$ cat src/rtl/packet_switch_seg_mask.sv
// AXI-Stream segment-count to byte-mask stage with length tracking,
// oversize truncation, a 2-entry output skid buffer and saturating stats.
module packet_switch_seg_mask #(
    parameter int DATA_BYTES    = 64,
    parameter int BV_W          = $clog2(DATA_BYTES) + 1,
    parameter int TUSER_W       = 8,
    parameter int MAX_PKT_BYTES = 9216,
    parameter int LEN_W         = 14
) (
    input  logic                    clk,
    input  logic                    rst_n,
    input  logic                    s_tvalid,
    output logic                    s_tready,
    input  logic [DATA_BYTES*8-1:0] s_tdata,
    input  logic [BV_W-1:0]         s_bytesvld,
    input  logic                    s_tlast,
    input  logic [TUSER_W-1:0]      s_tuser,
    output logic                    m_tvalid,
    input  logic                    m_tready,
    output logic [DATA_BYTES*8-1:0] m_tdata,
    output logic [DATA_BYTES-1:0]   m_tkeep,
    output logic [BV_W-1:0]         m_bytesvld,
    output logic                    m_tlast,
    output logic [TUSER_W-1:0]      m_tuser,
    output logic                    m_trunc,
    output logic [LEN_W-1:0]        m_pkt_len,
    output logic [31:0]             pkt_cnt,
    output logic [31:0]             trunc_cnt,
    output logic [31:0]             fmt_err_cnt
);

    localparam int DW = DATA_BYTES * 8;
    localparam logic [BV_W-1:0] FULL = BV_W'(DATA_BYTES);
    localparam logic [LEN_W:0] MAXL = (LEN_W+1)'(MAX_PKT_BYTES);

    typedef enum logic {
        IN_PKT,
        DISCARD
    } state_e;

    typedef struct packed {
        logic [DW-1:0]         data;
        logic [DATA_BYTES-1:0] keep;
        logic [BV_W-1:0]       bv;
        logic                  last;
        logic [TUSER_W-1:0]    user;
        logic                  trunc;
        logic [LEN_W-1:0]      len;
    } beat_t;

    function automatic logic [31:0] sat_inc(
        input logic [31:0] v,
        input logic        en
    );
        return (en && (v != 32'hFFFF_FFFF)) ? v + 32'd1 : v;
    endfunction

    state_e          state_q, state_d;
    logic [LEN_W-1:0] len_acc_q, len_acc_d;
    logic [1:0]      cnt_q, cnt_d;
    logic            wr_ptr_q, rd_ptr_q;
    logic            s_tready_q, m_tvalid_q;
    beat_t           ent_q [2];
    logic [31:0]     pkt_cnt_q, trunc_cnt_q, fmt_cnt_q;

    logic                  in_fire, push, pop;
    logic [BV_W-1:0]       n_raw, n_norm, n_emit;
    logic                  short_mid, cut;
    logic [LEN_W:0]        sum, room;
    logic [DATA_BYTES-1:0] keep;
    logic [DW-1:0]         data_m;
    beat_t                 beat_d;

    assign in_fire = s_tvalid & s_tready_q;
    assign push    = in_fire & (state_q == IN_PKT);
    assign pop     = m_tvalid_q & m_tready;

    // A short count on a middle beat is a framing error; treat it as full.
    assign n_raw     = ((s_bytesvld == '0) || (s_bytesvld > FULL)) ? FULL : s_bytesvld;
    assign short_mid = !s_tlast && (n_raw < FULL);
    assign n_norm    = short_mid ? FULL : n_raw;

    assign sum  = {1'b0, len_acc_q} + (LEN_W+1)'(n_norm);
    assign room = MAXL - {1'b0, len_acc_q};
    // Reaching the limit exactly is only legal if this beat ends the packet.
    assign cut  = s_tlast ? (sum > MAXL) : (sum >= MAXL);

    assign n_emit = cut ? BV_W'(room) : n_norm;
    assign keep   = ~({DATA_BYTES{1'b1}} >> n_emit);

    for (genvar b = 0; b < DATA_BYTES; b++) begin : g_mask
        assign data_m[b*8 +: 8] = keep[b] ? s_tdata[b*8 +: 8] : 8'h00;
    end

    always_comb begin
        beat_d       = '0;
        beat_d.data  = data_m;
        beat_d.keep  = keep;
        beat_d.bv    = n_emit;
        beat_d.last  = s_tlast | cut;
        beat_d.user  = s_tuser;
        beat_d.trunc = cut;
        beat_d.len   = cut ? LEN_W'(MAXL) : LEN_W'(sum);
    end

    always_comb begin
        state_d   = state_q;
        len_acc_d = len_acc_q;
        if (in_fire) begin
            unique case (state_q)
                IN_PKT: begin
                    len_acc_d = beat_d.last ? '0 : LEN_W'(sum);
                    if (cut && !s_tlast) begin
                        state_d = DISCARD;
                    end
                end
                DISCARD: begin
                    len_acc_d = '0;
                    if (s_tlast) begin
                        state_d = IN_PKT;
                    end
                end
                default: begin
                    state_d   = IN_PKT;
                    len_acc_d = '0;
                end
            endcase
        end
    end

    assign cnt_d = cnt_q + 2'(push) - 2'(pop);

    always_ff @(posedge clk or negedge rst_n) begin
        if (!rst_n) begin
            state_q     <= IN_PKT;
            len_acc_q   <= '0;
            cnt_q       <= '0;
            wr_ptr_q    <= 1'b0;
            rd_ptr_q    <= 1'b0;
            s_tready_q  <= 1'b0;
            m_tvalid_q  <= 1'b0;
            ent_q[0]    <= '0;
            ent_q[1]    <= '0;
            pkt_cnt_q   <= '0;
            trunc_cnt_q <= '0;
            fmt_cnt_q   <= '0;
        end else begin
            state_q    <= state_d;
            len_acc_q  <= len_acc_d;
            cnt_q      <= cnt_d;
            s_tready_q <= (cnt_d < 2'd2);
            m_tvalid_q <= (cnt_d != 2'd0);
            if (push) begin
                ent_q[wr_ptr_q] <= beat_d;
                wr_ptr_q        <= ~wr_ptr_q;
            end
            if (pop) begin
                rd_ptr_q <= ~rd_ptr_q;
            end
            pkt_cnt_q   <= sat_inc(pkt_cnt_q, push & beat_d.last);
            trunc_cnt_q <= sat_inc(trunc_cnt_q, push & cut);
            fmt_cnt_q   <= sat_inc(fmt_cnt_q, push & short_mid);
        end
    end

    assign s_tready    = s_tready_q;
    assign m_tvalid    = m_tvalid_q;
    assign m_tdata     = ent_q[rd_ptr_q].data;
    assign m_tkeep     = ent_q[rd_ptr_q].keep;
    assign m_bytesvld  = ent_q[rd_ptr_q].bv;
    assign m_tlast     = ent_q[rd_ptr_q].last;
    assign m_tuser     = ent_q[rd_ptr_q].user;
    assign m_trunc     = ent_q[rd_ptr_q].trunc;
    assign m_pkt_len   = ent_q[rd_ptr_q].len;
    assign pkt_cnt     = pkt_cnt_q;
    assign trunc_cnt   = trunc_cnt_q;
    assign fmt_err_cnt = fmt_cnt_q;

endmodule

$ cat config.mk
export PLATFORM = sky130hd
export DESIGN_NAME = packet_switch_seg_mask
export DESIGN_NICKNAME = d
export VERILOG_FILES = /design/src/rtl/packet_switch_seg_mask.sv
export SDC_FILE = /design/constraint.sdc
export NUM_CORES = 2
export LEC_CHECK = 0
export BUFFER_PORTS_ARGS = -buffer_cell sky130_fd_sc_hd__buf_2
export CAP_MARGIN = 5
export CORE_AREA = 2 2 482 484
export DETAILED_ROUTE_END_ITERATION = 12
export DIE_AREA = 0 0 484 486
export RECOVER_POWER = 25
export REMOVE_ABC_BUFFERS = 1
export SYNTH_ARGS = -nofsm -noshare
export SYNTH_HDL_FRONTEND = slang
export SYNTH_SLANG_ARGS = --single-unit
$ cat constraint.sdc
create_clock -name clk -period 10.25 [get_ports clk]
set_input_delay 2.05 -clock clk [delete_from_list [all_inputs] [get_ports clk]]
set_output_delay 2.05 -clock clk [all_outputs]
set_load 0.005 [all_outputs]
==> impl_metrics.ini <==
[timing]
rsz0062_at_grt = false
finalCritPeriodShare_pct = 78.53
max_freq_mhz = 124.2
setup_viol = 0
skew_ns = 0.04442
slew_violations = 316
worstMarginPinSlew_ns = 5.727
slew_headroom_pct = -281.8
period_needed_ns = 8.049
hold_violations = 0

[logic_synthesis]
post_synth.cell_area_avg_sq_um = 10.64
synthArstFlopShare_pct = 100.0
ys_types = 77
syn_area_sq_um = 59990
yosysWarnings = 0
ys.flop_type = dfrtp_1
yosysSeqAreaShare_pct = 55.44
synth_edf_count = 0
ys_seq_elements = 1329
synth_cells = 5637

[clock_network]
clock_path_buffers = 3
htree_levels = 4
clk_latency_ns = 0.81
clk_pin_slew_ns = 0.06
cts_root_buf = clkbuf_16
clkSinkCount = 1329
postCtsResizedCells = 0
ctsHoldBuffers = 0
cts_setup_buffers = 0
numCtsBuffers = 154
cts_tree = built

[outcome]
outcome = finished, violations left
failed_checks = max-capacitance violations, max-slew violations

[power_and_ir_drop]
vdd_drop_max_mv = 0.2220
p_total_w = 0.02488
p_per_area_nw_per_um2 = 331.7
p_leak_nw = 35.35

[route]
via_per_inst = 5.024
vias = 50100
detail-route-antenna-nets = 0
drt-initial-drc-count = 4170
wirelength_um = 256100
drtPass1Iterations = 8
avgRoutedWirePerCell_um = 25.68
remaining_drc_errors = 0

[finish]
final_cell_count_no_fill = 9973
nets = 7294
synthToLayoutAreaGrowth_pct = 25.03
layout-drive-gt1-share_pct = 33.14

[critical_path]
crit_slowest_cell = nor3_2
critical_path.max_fanout = 28
endpoint_kind = register
timing.critical_path.cells = buf_2, inv_1, nor3_1, inv_1, ha_1, and2_1, nand4_1, nor4_1, o21ai_0, o21ai_0, a21o_1, or2_4, buf_4, mux2i_1, nor3_2, nor2_1
crit_required_ns = 10.89
cp_slowest_stage_delay_ns = 1.00
cp-start-kind = primary input
critPathArrivalTime_ns = 8.69
critical_path_class = primary input to register

[grt]
grt_pass1_wl_um = 366600
antenna_found_initial = 126
overflow = 0
grt_pass1_vias = 50310
globalRouteTotalUtil_pct = 21.05
grt_start_max_net_pins = 164

[die]
num_io_pins = 1237
core_sq_um = 229500
die_w_um = 484
die-area_sq_um = 235200
start_util_pct = 26.14
row_count = 176
die_h_um = 486

[placement]
place_hpwl_um = 186900
dp.cells = 9620
port-buffer-count = 1236
gp_congestion = 0.9012

[hold_path]
min_path_type = register to register

[job]
maxCapViolations = 3
==> power by group <==
part,internal [W],switching (W)
Sequential,0.00744,0.00119
Clock,0.00345,0.00242
Combinational,0.00449,0.00589
==> final timing paths <==
kind                                          startpoint                     end  slack (ns)  depth (start not counted)
min in group asynchronous                          rst_n  ent_q[297]$_DFFE_PN0P_        3.32                          1
worst min register to register     ent_q[17]$_DFFE_PN0P_   ent_q[17]$_DFFE_PN0P_        0.47                          2
worst max register to register  len_acc_q[5]$_DFFE_PN0P_   ent_q[66]$_DFFE_PN0P_        4.25                         12
max in group asynchronous                          rst_n   ent_q[28]$_DFFE_PN0P_        2.42                          3
worst max-delay path                             s_tlast   ent_q[66]$_DFFE_PN0P_        2.20                         16
worst min-delay path               ent_q[17]$_DFFE_PN0P_   ent_q[17]$_DFFE_PN0P_        0.47                          2
==> cell type report <==
class	instances	area, sq um
Clock buffer	221	4467
Clock inverter	61	943.4
Fill cell	23290	154500
Sequential cell	1329	33260
Tap cell	3026	3786
Multi-Input combinational cell	3921	25280
Antenna cell	71	177.7
Timing Repair Buffer	1315	6984
Inverter	29	108.9
==> Yosys cell counts (29+ instances only) <==
cell type / instances / share of area, %
a21o_1: 52 / 0.65
a21oi_1: 510 / 4.3
a22o_1: 486 / 7.1
and3_1: 42 / 0.44
buf_2: 37 / 0.31
clkbuf_1: 291 / 1.8
dfrtp_1: 1329 / 55
inv_1: 29 / 0.18
mux2_2: 611 / 11
mux2i_1: 32 / 0.53
nand2_1: 1310 / 8.2
nand3_1: 56 / 0.47
nand4_1: 31 / 0.32
nor2_1: 237 / 1.5
nor3_1: 31 / 0.26
o21ai_0: 180 / 1.5
xnor2_1: 91 / 1.3
==> flip-flops by register name (all words and copies together), names as in the netlist <==
| register | count |
|---|---|
| cnt_q | 2 |
| ent_q | 1212 |
| fmt_err_cnt | 32 |
| len_acc_q | 14 |
| m_tvalid | 1 |
| pkt_cnt | 32 |
| rd_ptr_q | 1 |
| s_tready | 1 |
| state_q | 1 |
| trunc_cnt | 32 |
| wr_ptr_q | 1 |
==> logic make-up after synthesis <==
| group | share of synthesized area (%) |
|---|---|
| AND/OR/NAND/NOR | 13.37 |
| flip-flops | 55.44 |
| AO/OA/AOI/OAI | 14.45 |
| multiplexers | 12.17 |
| buffers and inverters | 2.624 |
| XOR/XNOR | 1.664 |
| adder cells (fa/ha/maj) | 0.2816 |
==> critical path: cells and delay by family <==
kind,cells,cell delay (ns)
adders and majority gates,1,0.45
AOI/OAI and AO/OA,3,1.14
and+or+nand+nor,7,3.45
muxes,1,0.36
buffers and inverters,4,1.16
==> per-layer routing <==
| metal | up-vias | track usage, % | share of wire, % |
|---|---|---|---|
| met3 | 497 | 6.890 | 9.6 |
| met1 | 25430 | 26.30 | 40 |
| met4 | 64 | 7.978 | 4.0 |
| met5 | - | 0 | 0.15 |
| li1 | 22020 | - | - |
| met2 | 2092 | 33.69 | 46 |
==> placed cells by master (no fill, tap or decap), types with 7 or more instances in the layout <==
master	instances
nor3_4	14
buf_4	59
buf_2	1235
clkbuf_1	34
a31oi_1	10
mux2_2	611
xnor2_1	91
inv_1	29
mux2i_1	31
clkbuf_16	155
nor3_2	26
and2_1	14
nand2_1	1309
buf_12	17
nor2_2	12
and4_1	8
o21ai_0	180
dfrtp_1	1328
diode_2	71
a21o_1	51
nor2_4	7
nor3_1	28
a22o_1	486
o31ai_1	9
bufinv_16	15
a21oi_1	508
nor4_4	8
and3_1	42
ha_1	11
xor2_1	22
o221ai_1	8
nor2_1	236
clkbuf_8	34
clkinv_2	22
nand4_1	31
nand3_1	56
==> metrics by stage <==
stage          hold slack (ns)  instance area (sq um)  setup WS (ns)  utilization [%]  TNS [ns]
6_report                0.4688                  75000          2.201            32.69         0
5_1_grt                 0.4824                  74890          1.082            32.64         0
4_1_cts                 0.4722                  74860          2.298            32.62         0
3_5_place_dp            0.4569                  69450          1.403            30.27         0
3_3_place_gp            0.4522                  69450          1.506            30.27         0
2_1_floorplan           0.4401                  58520         -6.081                -  -8667.60
Note: power is estimated with default switching activity, not from simulation.
